File: config.mk
export PLATFORM = sky130hd
export DESIGN_NAME = machine_ctrl
export DESIGN_NICKNAME = d
export VERILOG_FILES = /design/src/rtl/machine_ctrl.sv
export SDC_FILE = /design/constraint.sdc
export NUM_CORES = 1
export LEC_CHECK = 0
export BUFFER_PORTS_ARGS = -buffer_cell sky130_fd_sc_hd__buf_4
export CORE_MARGIN = 3
export CORE_UTILIZATION = 43
export DETAILED_ROUTE_END_ITERATION = 10
export PLACE_DENSITY = 0.73
export SYNTH_ARGS = -nofsm -noshare
export SYNTH_HDL_FRONTEND = slang
export SYNTH_SLANG_ARGS = --single-unit
File: constraint.sdc
create_clock -name i_clk -period 1.85 [get_ports i_clk]
set_input_delay 0.0925 -clock i_clk [delete_from_list [all_inputs] [get_ports i_clk]]
set_output_delay 0.0925 -clock i_clk [all_outputs]
set_load 0.02 [all_outputs]
File: src/rtl/machine_ctrl.sv
// ----------------------------------------------------------------------------
// machine_ctrl
//
// Per-instruction sequencer for the 8-cycle CPU. It follows the phase
// protocol produced by the clock generator (fetch / con_alu), locks onto the
// first fetch=1 it sees, and then steps through S0..S7 once per instruction.
// The datapath strobes are a combinational decode of the current state, the
// IR opcode and the accumulator-zero flag.
//
// While locked, every state leaving edge compares fetch/con_alu with the
// values the generator should be presenting at that phase. Any disagreement
// latches phase_err and drops the sequencer back to IDLE, so it relocks on the
// next fetch=1.
//
// Parameters
//   CHECK_EN   1: phase checking active; 0: checking off, o_phase_err stays 0
//   ALU_PHASE  index k of the state Sk whose leaving edge must see con_alu=1
//
// Ports
//   i_clk          system clock, rising edge
//   i_rst          asynchronous active-high reset
//   i_fetch        1 during the 4 fetch cycles, 0 during the 4 execute cycles
//   i_con_alu      one-cycle ALU strobe, once per 8-cycle period
//   i_opcode[2:0]  000 HLT 001 SKZ 010 ADD 011 AND 100 XOR 101 LDA 110 STO 111 JMP
//   i_zero         accumulator is zero (SKZ condition)
//   o_inc_pc       increment PC
//   o_load_acc     load accumulator from ALU
//   o_load_pc      load PC from IR address field
//   o_rd           memory read
//   o_wr           memory write
//   o_load_ir      load an IR byte from the data bus
//   o_datactl_ena  drive ACC onto the data bus
//   o_halt         CPU halted, sticky until reset
//   o_phase_err    phase misalignment seen, sticky until reset
//   o_state[3:0]   current sequencer state (debug visibility)
// ----------------------------------------------------------------------------
module machine_ctrl #(
    parameter bit          CHECK_EN  = 1'b1,
    parameter int unsigned ALU_PHASE = 4
) (
    input  logic       i_clk,
    input  logic       i_rst,
    input  logic       i_fetch,
    input  logic       i_con_alu,
    input  logic [2:0] i_opcode,
    input  logic       i_zero,
    output logic       o_inc_pc,
    output logic       o_load_acc,
    output logic       o_load_pc,
    output logic       o_rd,
    output logic       o_wr,
    output logic       o_load_ir,
    output logic       o_datactl_ena,
    output logic       o_halt,
    output logic       o_phase_err,
    output logic [3:0] o_state
);

    // S0..S7 occupy codes 1..8 so the phase index is simply code-1 (mod 8).
    typedef enum logic [3:0] {
        ST_IDLE = 4'd0,
        ST_S0   = 4'd1,
        ST_S1   = 4'd2,
        ST_S2   = 4'd3,
        ST_S3   = 4'd4,
        ST_S4   = 4'd5,
        ST_S5   = 4'd6,
        ST_S6   = 4'd7,
        ST_S7   = 4'd8,
        ST_HALT = 4'd9
    } state_t;

    localparam logic [2:0] ALU_IDX = 3'(ALU_PHASE);

    state_t     r_state;
    logic       r_phase_err;

    logic       w_in_seq;
    logic [2:0] w_phase;
    logic       w_exp_fetch;
    logic       w_exp_alu;
    logic       w_mismatch;
    state_t     w_seq_next;

    logic       w_op_hlt;
    logic       w_op_skz;
    logic       w_op_alu;
    logic       w_op_sto;
    logic       w_op_jmp;

    logic       w_inc_pc;
    logic       w_load_acc;
    logic       w_load_pc;
    logic       w_rd;
    logic       w_wr;
    logic       w_load_ir;
    logic       w_datactl_ena;

    // ------------------------------------------------------------------
    // Phase tracking
    // ------------------------------------------------------------------
    assign w_in_seq = (r_state >= ST_S0) && (r_state <= ST_S7);

    // S7 is code 8, whose low bits are 0; subtracting 1 wraps it to 7.
    assign w_phase = r_state[2:0] - 3'd1;

    // fetch is high for the generator slots lining up with S7, S0, S1, S2.
    assign w_exp_fetch = (w_phase == 3'd0) || (w_phase == 3'd1) ||
                         (w_phase == 3'd2) || (w_phase == 3'd7);
    assign w_exp_alu   = (w_phase == ALU_IDX);

    assign w_mismatch = CHECK_EN && w_in_seq &&
                        ((i_fetch != w_exp_fetch) || (i_con_alu != w_exp_alu));

    assign w_seq_next = (r_state == ST_S7) ? ST_S0 : state_t'(r_state + 4'd1);

    // ------------------------------------------------------------------
    // Opcode classes
    // ------------------------------------------------------------------
    assign w_op_hlt = (i_opcode == 3'b000);
    assign w_op_skz = (i_opcode == 3'b001);
    assign w_op_alu = (i_opcode == 3'b010) || (i_opcode == 3'b011) ||
                      (i_opcode == 3'b100) || (i_opcode == 3'b101);
    assign w_op_sto = (i_opcode == 3'b110);
    assign w_op_jmp = (i_opcode == 3'b111);

    // ------------------------------------------------------------------
    // Sequencer state and sticky error flag
    // ------------------------------------------------------------------
    always_ff @(posedge i_clk or posedge i_rst) begin
        if (i_rst) begin
            r_state     <= ST_IDLE;
            r_phase_err <= 1'b0;
        end else begin
            case (r_state)
                ST_IDLE: begin
                    if (i_fetch) begin
                        r_state <= ST_S0;
                    end
                end
                ST_HALT: begin
                    r_state <= ST_HALT;
                end
                default: begin
                    // A misaligned edge wins over everything, including the
                    // HLT exit from S3: we cannot trust the opcode then.
                    if (w_mismatch) begin
                        r_phase_err <= 1'b1;
                        r_state     <= ST_IDLE;
                    end else if ((r_state == ST_S3) && w_op_hlt) begin
                        r_state <= ST_HALT;
                    end else begin
                        r_state <= w_seq_next;
                    end
                end
            endcase
        end
    end

    // ------------------------------------------------------------------
    // Strobe decode. rd and wr/datactl_ena are never set in the same state
    // for the same opcode class, which keeps the bus free of contention.
    // ------------------------------------------------------------------
    always_comb begin
        w_inc_pc      = 1'b0;
        w_load_acc    = 1'b0;
        w_load_pc     = 1'b0;
        w_rd          = 1'b0;
        w_wr          = 1'b0;
        w_load_ir     = 1'b0;
        w_datactl_ena = 1'b0;
        case (r_state)
            ST_S0: begin
                w_rd      = 1'b1;
                w_load_ir = 1'b1;
            end
            ST_S1: begin
                w_rd      = 1'b1;
                w_load_ir = 1'b1;
                w_inc_pc  = 1'b1;
            end
            ST_S3: begin
                w_inc_pc = !w_op_hlt;
            end
            ST_S4: begin
                w_load_pc     = w_op_jmp;
                w_rd          = w_op_alu;
                w_datactl_ena = w_op_sto;
            end
            ST_S5: begin
                w_rd          = w_op_alu;
                w_load_acc    = w_op_alu;
                w_inc_pc      = (w_op_skz && i_zero) || w_op_jmp;
                w_load_pc     = w_op_jmp;
                w_wr          = w_op_sto;
                w_datactl_ena = w_op_sto;
            end
            ST_S6: begin
                w_datactl_ena = w_op_sto;
                w_rd          = w_op_alu;
            end
            ST_S7: begin
                w_inc_pc = w_op_skz && i_zero;
            end
            default: begin
            end
        endcase
    end

    assign o_inc_pc      = w_inc_pc;
    assign o_load_acc    = w_load_acc;
    assign o_load_pc     = w_load_pc;
    assign o_rd          = w_rd;
    assign o_wr          = w_wr;
    assign o_load_ir     = w_load_ir;
    assign o_datactl_ena = w_datactl_ena;
    assign o_halt        = (r_state == ST_HALT);
    assign o_phase_err   = r_phase_err;
    assign o_state       = r_state;

endmodule

==> summary.md, run 1 <==
| Metric | Value |
|---|---|
| Initial core utilization | 47.1% |
| CTS root buffer | clkbuf_4 |
| Fin nets | ~130 |
| Global-route wire length before repair | 2580 um |
| Pwr per Cell Area | ~1400 nW/um^2 |
| Worst-path clk slew | 40 ps |
| Total track usage | around 17% |
| Final setup viols | 0 |
| Hold Crit Class | in2reg |
| Area of the core | 1330 sq um |
| Synth warnings | 0 |
| Vias per cell | 5.19 |
| DR pass1 iterations | 4 |
| Achievable frequency | 0.553 GHz |
| Final TNS setup | 0 ps |
| Die width | ~44 um |
| CP endpoint kind | flip-flop |
| Cell Rows | 13 |
| Max-cap viol count | 0 |
| Tcrit/Tclk final | 97.8% |
| Worst Path Arrival | 1930 ps |
| CTS tree | yes |
| Post-DRT Antenna Nets | 0 |
| Final Hold Viols | 0 |
| Initial antenna violation count | 0 |
| CP Class | reg2reg |
| Worst-margin pin slew | 430 ps |
| Largest net degree at the start of global routing | 16 |
| Vias in the first global route | 623 |
| CP Data Required Time | ~2000 ps |
| Die ar. | 1960 sq um |
| Sequential Power Share | 12.1% |
| CTS max path bufs | 2 |
| Leakage power | 0.433 nW |
| Vias | between 600 and 700 |
| Post-Synthesis Cells | 78 |
| Placer congestion estimate | 0.829 |
| Crit-path max FO | 4 |
| HPWL Detailed | 1220 um |
| DRC viols | 0 |
| Sequential share of the synthesized area | roughly 20% |
| Final Power | 0.00135 W |
| Sw Ratio | between 40 and 50% |
| Clock insertion delay at the later pin of the skew report | 240 ps |
| Final WL | 1580 um |
| Remaining Overflow, GRT | 0 |
| Cell Area, Synth | 628 sq um |
| Fin Clk Skew | 3.96 ps |
| Internal power | 0.000750 W |
| H-tree Lvls | 1 |
| CP Launch Type | flip-flop |
| Area Overhead vs Synth | 56.6% |
| Max transition margin | roughly 71% |
| Layout cells sized above 1 | between 40% and 50% |
| Initial DRC Count | 11 |
| Synth area leaders | dfrtp_1 (20%), ha_1 (16%), nand2b_1 (5.0%) |
| Logic gate share of total power | 79.0% |
| Average wire per standard cell | 12.8 um |
| CTS Buf Count | 3 |
| Clk sinks | 5 |
| FF+latch count, synth | 5 |
| Post-route minimum period | 1810 ps |
| Unrepaired setup endpoints after global routing | true |
| Ant diodes | 0 |
| Most common cell after layout, fill and taps aside | buf_4 |
| Cell taking the most area after synthesis | dfrtp_1 |
| Die H | 44.2 um |
| I/O pins | 21 |
| IO buf count | 20 |
| Clock power share | 8.9% |
| Synth top area share | 19.9% |
| Status | completed |
| Sw power | a little over 0.0006 W |
| Commonest non-fill, non-tap cells in the layout | buf_4 (26), nand2_1 (5), a21oi_1 (5), nor2_1 (5), ha_4 (5) |
| Count of cell types in the netlist | 33 |
| Final Max Tran Viols | 0 |
| Post-Syn Area per Cell | approximately 8 sq um |
| Max IR drop VDD | 1000 uV |
| Synthesized Nets | 94 |
-- path summary, 6_finish.rpt --
check	startpoint	end	slack, ps	depth (start not counted)
max reg2reg	o_state[0]	o_phase_err	40	8
max	o_state[0]	o_phase_err	40	8
min in group asynchronous	i_rst	o_state[3]	320	3
max in group asynchronous	i_rst	o_state[0]	1340	3
min reg2reg	o_phase_err	o_phase_err	470	1
min	i_fetch	o_state[1]	190	3
-- power groups by stage --
stage	Combinational, W	Clock [W]	Sequential (W)
floorplan	0.000560	0	0.000203
global placement	0.000849	0	0.000158
detailed placement	0.000864	0	0.000161
CTS	0.00100	0.000128	0.000163
global route	0.00118	0.000137	0.000168
finish	0.00107	0.000121	0.000164
-- metrics by stage --
step | setup WS (ps) | hold slack (ps) | util, % | instances | instance area (sq um)
final | 40.7 | 194 | 73.7 | 124 | 983
after global routing | -37.5 | 212 | 73.7 | 124 | 983
after CTS | -45.0 | 168 | 71.8 | 124 | 957
after detailed placement | -67.0 | 9.89 | 62.6 | 115 | 835
after global placement | 0.866 | 5.15 | 62.6 | 115 | 835
after floorplan | 13.5 | -129 | - | 78 | 651
-- timing repair --
action / in CTS / in global routing
gates resized for setup: 12 / 5
setup endpoints to repair: 1 / 7
hold buffers: 1 / 0
setup buffers: 4 / 0
hold endpoints to repair: 5 / 0
pin swaps: 5 / 2
-- registers in the layout, summed over array words and instances (netlist names) --
| name | cells |
|---|---|
| o_phase_err | 1 |
| o_state | 4 |
-- cell type report --
| class | instances | area (sq um) |
|---|---|---|
| Multi-Input combinational cell | 64 | 546 |
| Sequential cell | 5 | 129 |
| Inverter | 6 | 25.0 |
| Timing Repair Buffer | 30 | 239 |
| Clock buffer | 4 | 26.3 |
| Fill cell | 110 | 350 |
| Tap cell | 15 | 18.8 |
-- per-layer routing --
layer | vias up | part of all wire, % | GRT usage (%)
li1 | 346 | - | -
met1 | 283 | 46 | 22.7
met2 | 13 | 50 | 28.2
met3 | 2 | 3.7 | 0.407
met4 | 0 | 0.89 | 10.8
met5 | - | 0 | 0
-- worst max-delay path, stage by stage (launching register included) --
cell      delay (ps)
dfrtp_2          430
inv_2             90
ha_4             150
ha_4             200
inv_1             50
a21boi_0          70
o41a_1           420
buf_6            150
a21o_1           150
-- logic make-up (layout without fill, tap and decap cells) --
logic type | after synthesis | after routing | synth area share [%]
adder cells (fa/ha/maj) | 8 | 8 | 15.9
AO/OA/AOI/OAI | 21 | 21 | 22.9
AND/OR/NAND/NOR | 33 | 33 | 31.7
multiplexers | 1 | 1 | 1.59
XOR/XNOR | 1 | 1 | 1.39
flip-flops | 5 | 5 | 19.9
buffers and inverters | 9 | 40 | 6.57
-- cell usage after synthesis --
master	count
or4_1	2
a211oi_1	2
o21ai_0	2
clkbuf_1	2
or3_1	1
and2_1	1
buf_6	1
nand2b_1	5
xor2_1	1
a21o_1	2
or2b_1	1
nor3_4	1
o31a_1	1
o22ai_1	2
dfrtp_1	5
nor2b_1	2
nor2_1	5
a22oi_1	1
a41o_1	1
a221oi_1	1
o31ai_1	1
inv_1	6
nand2_1	5
nor4b_2	1
a21oi_1	6
nor3_1	3
and3_1	1
ha_1	8
nand3_1	3
mux2i_1	1
nor3b_1	2
o41a_1	1
a21boi_0	1
(Power assumes the default switching activity.)
==> inputs of run 2 (changes only) <==
--- a/config.mk
+++ b/config.mk
@@ -7,9 +7,11 @@
 export LEC_CHECK = 0
 export BUFFER_PORTS_ARGS = -buffer_cell sky130_fd_sc_hd__buf_4
 export CORE_MARGIN = 3
-export CORE_UTILIZATION = 43
+export CORE_UTILIZATION = 45
+export CTS_BUF_LIST = sky130_fd_sc_hd__clkbuf_4
 export DETAILED_ROUTE_END_ITERATION = 10
-export PLACE_DENSITY = 0.73
+export MAX_ROUTING_LAYER = met4
+export PLACE_DENSITY = 0.75
 export SYNTH_ARGS = -nofsm -noshare
 export SYNTH_HDL_FRONTEND = slang
 export SYNTH_SLANG_ARGS = --single-unit
==> constraint.sdc (replaced) <==
create_clock -name i_clk -period 1.85 [get_ports i_clk]
set_input_delay 0.37 -clock i_clk [delete_from_list [all_inputs] [get_ports i_clk]]
set_output_delay 0.37 -clock i_clk [all_outputs]
set_load 0.02 [all_outputs]
==> run 2 against run 1 <==
The flow now finishes with violations (negative setup slack). Setup slack got worse by 210 ps. Via count increased by 30%. Clock power increased by 14%. Cell area increased by 13%. First-iteration DRC count increased to 2.6 times the previous value. Combinational power increased by 23%. Clock skew increased by 2.2 ps. Non-clock buffer count increased by 6. Sequential power increased by 4%. Routed wire length increased by 77%. Highest routed layer unchanged.
==> summary.md, run 2 (same netlist as run 1, synthesis figures left out) <==
| Metric | Value |
|---|---|
| CP Class | reg2reg (unchanged) |
| Max-cap viol count | 0 (unchanged) |
| Fin nets | 132 (was 126) |
| I/O pins | 21 (unchanged) |
| DR pass1 iterations | 4 (unchanged) |
| Post-DP Area | 846 sq um (was 835 sq um) |
| Commonest non-fill, non-tap cells in the layout | buf_4 (29), ha_4 (7), buf_6 (6), a21oi_1 (5) (was buf_4 (26), nand2_1 (5), a21oi_1 (5), nor2_1 (5), ha_4 (5)) |
| Die ar. | 1880 sq um (was 1960 sq um) |
| IO buf count | 20 (unchanged) |
| Initial core utilization | 52.3% (was 47.1%) |
| Initial DRC Count | 29 (was 11) |
| Vias per cell | 6.48 (was 5.19) |
| Total track usage | 24.3% (was 17.4%) |
| Tcrit/Tclk final | 109% (was 97.8%) |
| Average wire per standard cell | 21.7 um (was 12.8 um) |
| Crit-path most repeated cell | ha_4 (unchanged) |
| HPWL Detailed | 1350 um (was 1220 um) |
| Final Max Tran Viols | 0 (unchanged) |
| Final Power | 0.00163 W (was 0.00135 W) |
| Failing checks | negative setup slack |
| Post-DRT Antenna Nets | 0 (unchanged) |
| Max transition margin | 78.5% (was 71.3%) |
| CP Launch Type | flip-flop (unchanged) |
| CTS Buf Count | 3 (unchanged) |
| Die H | 43.4 um (was 44.2 um) |
| CTS max path bufs | 2 (unchanged) |
| Worst Path Arrival | 2180 ps (was 1930 ps) |
| Cell Rows | 12 (was 13) |
| Post-route minimum period | 2020 ps (was 1810 ps) |
| H-tree Lvls | 1 (unchanged) |
| Pwr per Cell Area | 1470 nW/um^2 (was 1380 nW/um^2) |
| CP endpoint kind | flip-flop (unchanged) |
| Final setup viols | 9 (was 0) |
| Dpl cells | 115 (unchanged) |
| Vias in the first global route | 696 (was 623) |
| Clock insertion delay at the later pin of the skew report | 250 ps (was 240 ps) |
| Most common cell after layout, fill and taps aside | buf_4 (unchanged) |
| Slowest Stage Delay on Critical Path | 500 ps (was 430 ps) |
| Placer congestion estimate | 0.797 (was 0.829) |
| Fin Clk Skew | 6.14 ps (was 3.96 ps) |
| Worst reg-to-reg setup slack | -170 ps (was 40 ps) |
| Worst R2R Path Depth | 8 (unchanged) |
| Max IR drop VDD | 1170 uV (was 1000 uV) |
| Final Hold Viols | 0 (unchanged) |
| Reg area | 130 sq um (was 129 sq um) |
| Ant diodes | 0 (unchanged) |
| Non-filler cells, final | 129 (was 124) |
| Status | finished with violations (was completed) |
| CTS tree | yes (unchanged) |
| Crit-path max FO | 4 (unchanged) |
| Clk sinks | 5 (unchanged) |
| DRC viols | 0 (unchanged) |
| Layout cells sized above 1 | 58.3% (was 45.0%) |
| Area of the core | 1200 sq um (was 1330 sq um) |
| Multi-input logic area | 608 sq um (was 546 sq um) |
| Max FFs per register | 4 (unchanged) |
| Crit path cell chain | inv_2, ha_4, ha_4, nand2b_1, mux2i_1, o41a_1, buf_6, a211oi_2 (was inv_2, ha_4, ha_4, inv_1, a21boi_0, o41a_1, buf_6, a21o_1) |
| Worst-path clk slew | 60 ps (was 40 ps) |
| Largest net degree at the start of global routing | 16 (unchanged) |
| Die width | 43.4 um (was 44.2 um) |
| Achievable frequency | 0.495 GHz (was 0.553 GHz) |
| Remaining Overflow, GRT | 0 (unchanged) |
| Final instance area | 1110 sq um (was 983 sq um) |
| Final core utilization | 92.5% (was 73.7%) |
| Unrepaired setup endpoints after global routing | true (unchanged) |
| Leakage power | 0.478 nW (was 0.433 nW) |
| Final WL | 2800 um (was 1580 um) |
| Fin worst setup slack | -169 ps (was 40.7 ps) |
| CTS root buffer | clkbuf_4 (unchanged) |
| Area Overhead vs Synth | 76.9% (was 56.6%) |
| Initial antenna violation count | 0 (unchanged) |
| CP Data Required Time | 2010 ps (was 1970 ps) |
| R2R Path Start | o_state[0] (unchanged) |
| Worst-margin pin slew | 320 ps (was 430 ps) |
| R2R Path End | o_state[3] (was o_phase_err) |
| CP max stage cell | o41a_1 (was dfrtp_2) |
| Hold Crit Class | in2async (was in2reg) |
| Vias | 836 (was 644) |
| FILL cells | 39 (was 110) |
| Global-route wire length before repair | 3280 um (was 2580 um) |
## run 2: cell types whose count changed in the layout (fill, tap and decap cells not counted), sizes merged
cell	change
buf	+7
dlygate4sd3	-1
inv	-1
clkbuf	-1
clkinv	+2
## run 2: per-layer routing
layer  track usage [%]  up-vias  share of wire (%)
met5                 -        -                  0
met2              44.0       65                 54
li1                  -      357                  -
met3                 0       14                6.3
met1              27.9      400                 36
met4              10.8        0                3.5
## run 2: stage by stage
step | setup slack (ps) | TNS (ps) | hold slack, ps
2_1_floorplan | 4.07 | 0 | 148
3_3_place_gp | 14.6 | 0 | 278
3_5_place_dp | -45.0 | -45.0 | 287
4_1_cts | -81.6 | -332 | 20.6
5_1_grt | -262 | -1490 | 42.1
6_report | -169 | -939 | 29.5
## run 2: cell type report
cell class                      instances  area share, %
Multi-Input combinational cell         64           54.7
Timing Repair Buffer                   36           27.0
Sequential cell                         5           11.7
Inverter                                6           2.48
Clock buffer                            3           2.03
Tap cell                               14           1.58
Clock inverter                          1          0.450
## run 2: critical path, delay by kind of cell (launching register included)
| kind | cells | cell delay (ps) |
|---|---|---|
| flip-flops | 1 | 440 |
| adder cells (fa/ha/maj) | 2 | 350 |
| multiplexers | 1 | 80 |
| AO/OA/AOI/OAI | 2 | 710 |
| buffers and inverters | 2 | 260 |
| AND/OR/NAND/NOR | 1 | 80 |
## run 2: where the power goes
group          switching (W)  total, W  internal [W]  leakage [nW]
clock              0.0000590  0.000138     0.0000791        0.0177
sequential         0.0000325  0.000170      0.000137        0.0559
combinational       0.000691   0.00132      0.000631         0.405
total               0.000783   0.00163      0.000847         0.478
## run 2: how the worst max path moves through the flow
stage	start	to	slack, ps	cells past startpoint
final	o_state[0]	o_state[3]	-170	8
after global routing	o_state[1]	o_inc_pc	-260	8
after CTS	o_state[0]	o_state[2]	-80	7
after detailed placement	o_state[0]	o_state[2]	-50	7
after global placement	o_state[0]	o_state[2]	10	7
after floorplan	o_state[0]	o_inc_pc	4	4
## run 2: what timing repair did
action,4_1_cts,5_1_grt
gates cloned,0,0
setup buffers,1,9
hold buffers,0,0
resized for setup,14,22
endpoints found under the setup margin,9,11
pin swaps,3,10
==> inputs of run 3 (changes only) <==
--- a/config.mk
+++ b/config.mk
@@ -12,6 +12,7 @@
 export DETAILED_ROUTE_END_ITERATION = 10
 export MAX_ROUTING_LAYER = met4
 export PLACE_DENSITY = 0.75
+export SETUP_SLACK_MARGIN = 0.15
 export SYNTH_ARGS = -nofsm -noshare
 export SYNTH_HDL_FRONTEND = slang
 export SYNTH_SLANG_ARGS = --single-unit
==> constraint.sdc (replaced) <==
create_clock -name i_clk -period 1.85 [get_ports i_clk]
set_input_delay 0.185 -clock i_clk [delete_from_list [all_inputs] [get_ports i_clk]]
set_output_delay 0.185 -clock i_clk [all_outputs]
set_load 0.02 [all_outputs]
==> run 3 against run 2 <==
Total power down 5.6%. Maximum frequency up 9.3%. Combinational power down 8%. Non-clock buffer count decreased by 4. Critical path depth down 1. Largest power group unchanged. Via count decreased by 13%. Setup slack improved by 170 ps. The run now ends clean. Clock power rose by 3%. First-iteration DRC count shrank 52%.
==> summary.md, run 3 (same netlist as run 1, synthesis figures left out) <==
| Metric | Value |
|---|---|
| Status | completed (was finished with violations) |
| Most common cell after layout, fill and taps aside | buf_4 (unchanged) |
| Initial DRC Count | 14 (was 29) |
| Worst-path clk slew | 40 ps (was 60 ps) |
| CTS max path bufs | 2 (unchanged) |
| Initial core utilization | 52.3% (unchanged) |
| Global-route wire length before repair | 3110 um (was 3280 um) |
| Ant diodes | 0 (unchanged) |
| Final instance area | 1040 sq um (was 1110 sq um) |
| Final TNS setup | 0 ps (was -939 ps) |
| Commonest non-fill, non-tap cells in the layout | buf_4 (26), ha_4 (6), a21oi_1 (5), buf_6 (5) (was buf_4 (29), ha_4 (7), buf_6 (6), a21oi_1 (5)) |
| Largest net degree at the start of global routing | 16 (unchanged) |
| Dpl cells | 113 (was 115) |
| Average wire per standard cell | 16.3 um (was 21.7 um) |
| Clk sinks | 5 (unchanged) |
| Unrepaired setup endpoints after global routing | true (unchanged) |
| Remaining Overflow, GRT | 0 (unchanged) |
| DR pass1 iterations | 4 (unchanged) |
| Worst-margin pin slew | 482 ps (was 320 ps) |
| I/O pins | 21 (unchanged) |
| Die H | 43.4 um (unchanged) |
| Leakage power | 0.458 nW (was 0.478 nW) |
| Non-filler cells, final | 125 (was 129) |
| CTS tree | yes (unchanged) |
| CP Launch Type | flip-flop (unchanged) |
| Fin Clk Skew | 2.55 ps (was 6.14 ps) |
| Total track usage | 22.2% (was 24.3%) |
| Final WL | 2040 um (was 2800 um) |
| Placer congestion estimate | 0.844 (was 0.797) |
| CP Data Required Time | 2010 ps (about the same) |
| Hold Crit Class | in2reg (was in2async) |
| Post-route minimum period | 1850 ps (was 2020 ps) |
| Area of the core | 1200 sq um (unchanged) |
| Vias | 731 (was 836) |
| Fin nets | 128 (was 132) |
| Post-DRT Antenna Nets | 0 (unchanged) |
| Tcrit/Tclk final | 99.9% (was 109%) |
| Vias per cell | 5.85 (was 6.48) |
| Die ar. | 1880 sq um (unchanged) |
| Reg area | 129 sq um (was 130 sq um) |
| IO buf count | 20 (unchanged) |
| Worst Path Arrival | 2000 ps (was 2180 ps) |
| DRC viols | 0 (unchanged) |
| CP Class | reg2reg (unchanged) |
| Post-DP Area | 857 sq um (was 846 sq um) |
| Final Hold Viols | 0 (unchanged) |
| Vias in the first global route | 711 (was 696) |
| CP endpoint kind | flip-flop (unchanged) |
| Max-cap viol count | 0 (unchanged) |
| Max transition margin | 67.8% (was 78.5%) |
| Die width | 43.4 um (unchanged) |
| Cell Rows | 12 (unchanged) |
| FILL cells | 59 (was 39) |
| Clock insertion delay at the later pin of the skew report | 250 ps (about the same) |
| Initial antenna violation count | 0 (unchanged) |
| Multi-input logic area | 577 sq um (was 608 sq um) |
| Max FFs per register | 4 (unchanged) |
| Achievable frequency | 0.541 GHz (was 0.495 GHz) |
| Final core utilization | 86.8% (was 92.5%) |
| Area Overhead vs Synth | 65.9% (was 76.9%) |
| CTS Buf Count | 3 (unchanged) |
| HPWL Detailed | 1330 um (was 1350 um) |
| CTS root buffer | clkbuf_4 (unchanged) |
| Pwr per Cell Area | 1480 nW/um^2 (was 1470 nW/um^2) |
| Final setup viols | 0 (was 9) |
| H-tree Lvls | 1 (unchanged) |
| Layout cells sized above 1 | 52.3% (was 58.3%) |
| Final Max Tran Viols | 0 (unchanged) |
| Crit-path max FO | 4 (unchanged) |
| Max IR drop VDD | 1120 uV (was 1170 uV) |
[run 3: changes by cell type in the layout (fill, tap and decap cells not counted), sizes merged]
cell / change
buf: -5
clkbuf: +1
clkinv: -2
dlygate4sd3: +1
inv: +1
[run 3: per-layer routing]
metal	vias up	track usage (%)	routed length, um
li1	352	-	-
met1	345	26.0	823
met2	29	38.3	1050
met3	5	2.90	134
met4	0	7.83	37
met5	-	-	0
[run 3: worst paths after layout]
| check | slack (ps) | endpoint | cells past startpoint | start |
|---|---|---|---|---|
| worst max-delay path | 3 | o_state[3] | 7 | o_state[0] |
| worst min-delay path | 280 | o_state[1] | 3 | i_fetch |
| worst max register to register | 3 | o_state[3] | 7 | o_state[0] |
| worst min register to register | 480 | o_phase_err | 1 | o_phase_err |
| max in group asynchronous | 1240 | o_state[2] | 3 | i_rst |
| min in group asynchronous | 420 | o_phase_err | 3 | i_rst |
[run 3: worst max-delay path, stage by stage (launching register included)]
cell,delay [ps]
dfrtp_2,430
inv_4,60
ha_4,160
ha_4,280
a21oi_2,30
o41a_1,470
buf_6,160
a211oi_2,170
[run 3: stage by stage]
stage | hold slack, ps | worst slack, ps | power, W
after global placement | 96.9 | 66.5 | 0.00106
after CTS | 279 | -25.9 | 0.00139
final | 284 | 2.76 | 0.00154
after detailed placement | 103 | -46.3 | 0.00108
after floorplan | -36.7 | 50.8 | 0.000814
after global routing | 298 | -90.4 | 0.00165
[run 3: timing repair]
| action | in CTS | in global routing |
|---|---|---|
| setup endpoints to repair | 10 | 11 |
| pin swaps | 4 | 5 |
| hold buffers | 1 | 0 |
| buffers inserted | 4 | 3 |
| gates cloned | 0 | 0 |
| resized for setup | 16 | 5 |
| endpoints found under the hold margin | 5 | 0 |
[run 3: cell type report]
type	instances	area share, %
clock buffer	4	2.88
multi-input combinational	64	55.3
tap	14	1.68
inverter	6	2.64
timing repair buffer	32	25.1
sequential	5	12.4
[run 3: power breakdown]
group	total, W	internal [W]	leakage (nW)	switching (W)
sequential	0.000175	0.000138	0.0576	0.0000376
clock	0.000142	0.0000962	0.0184	0.0000460
combinational	0.00122	0.000602	0.382	0.000619
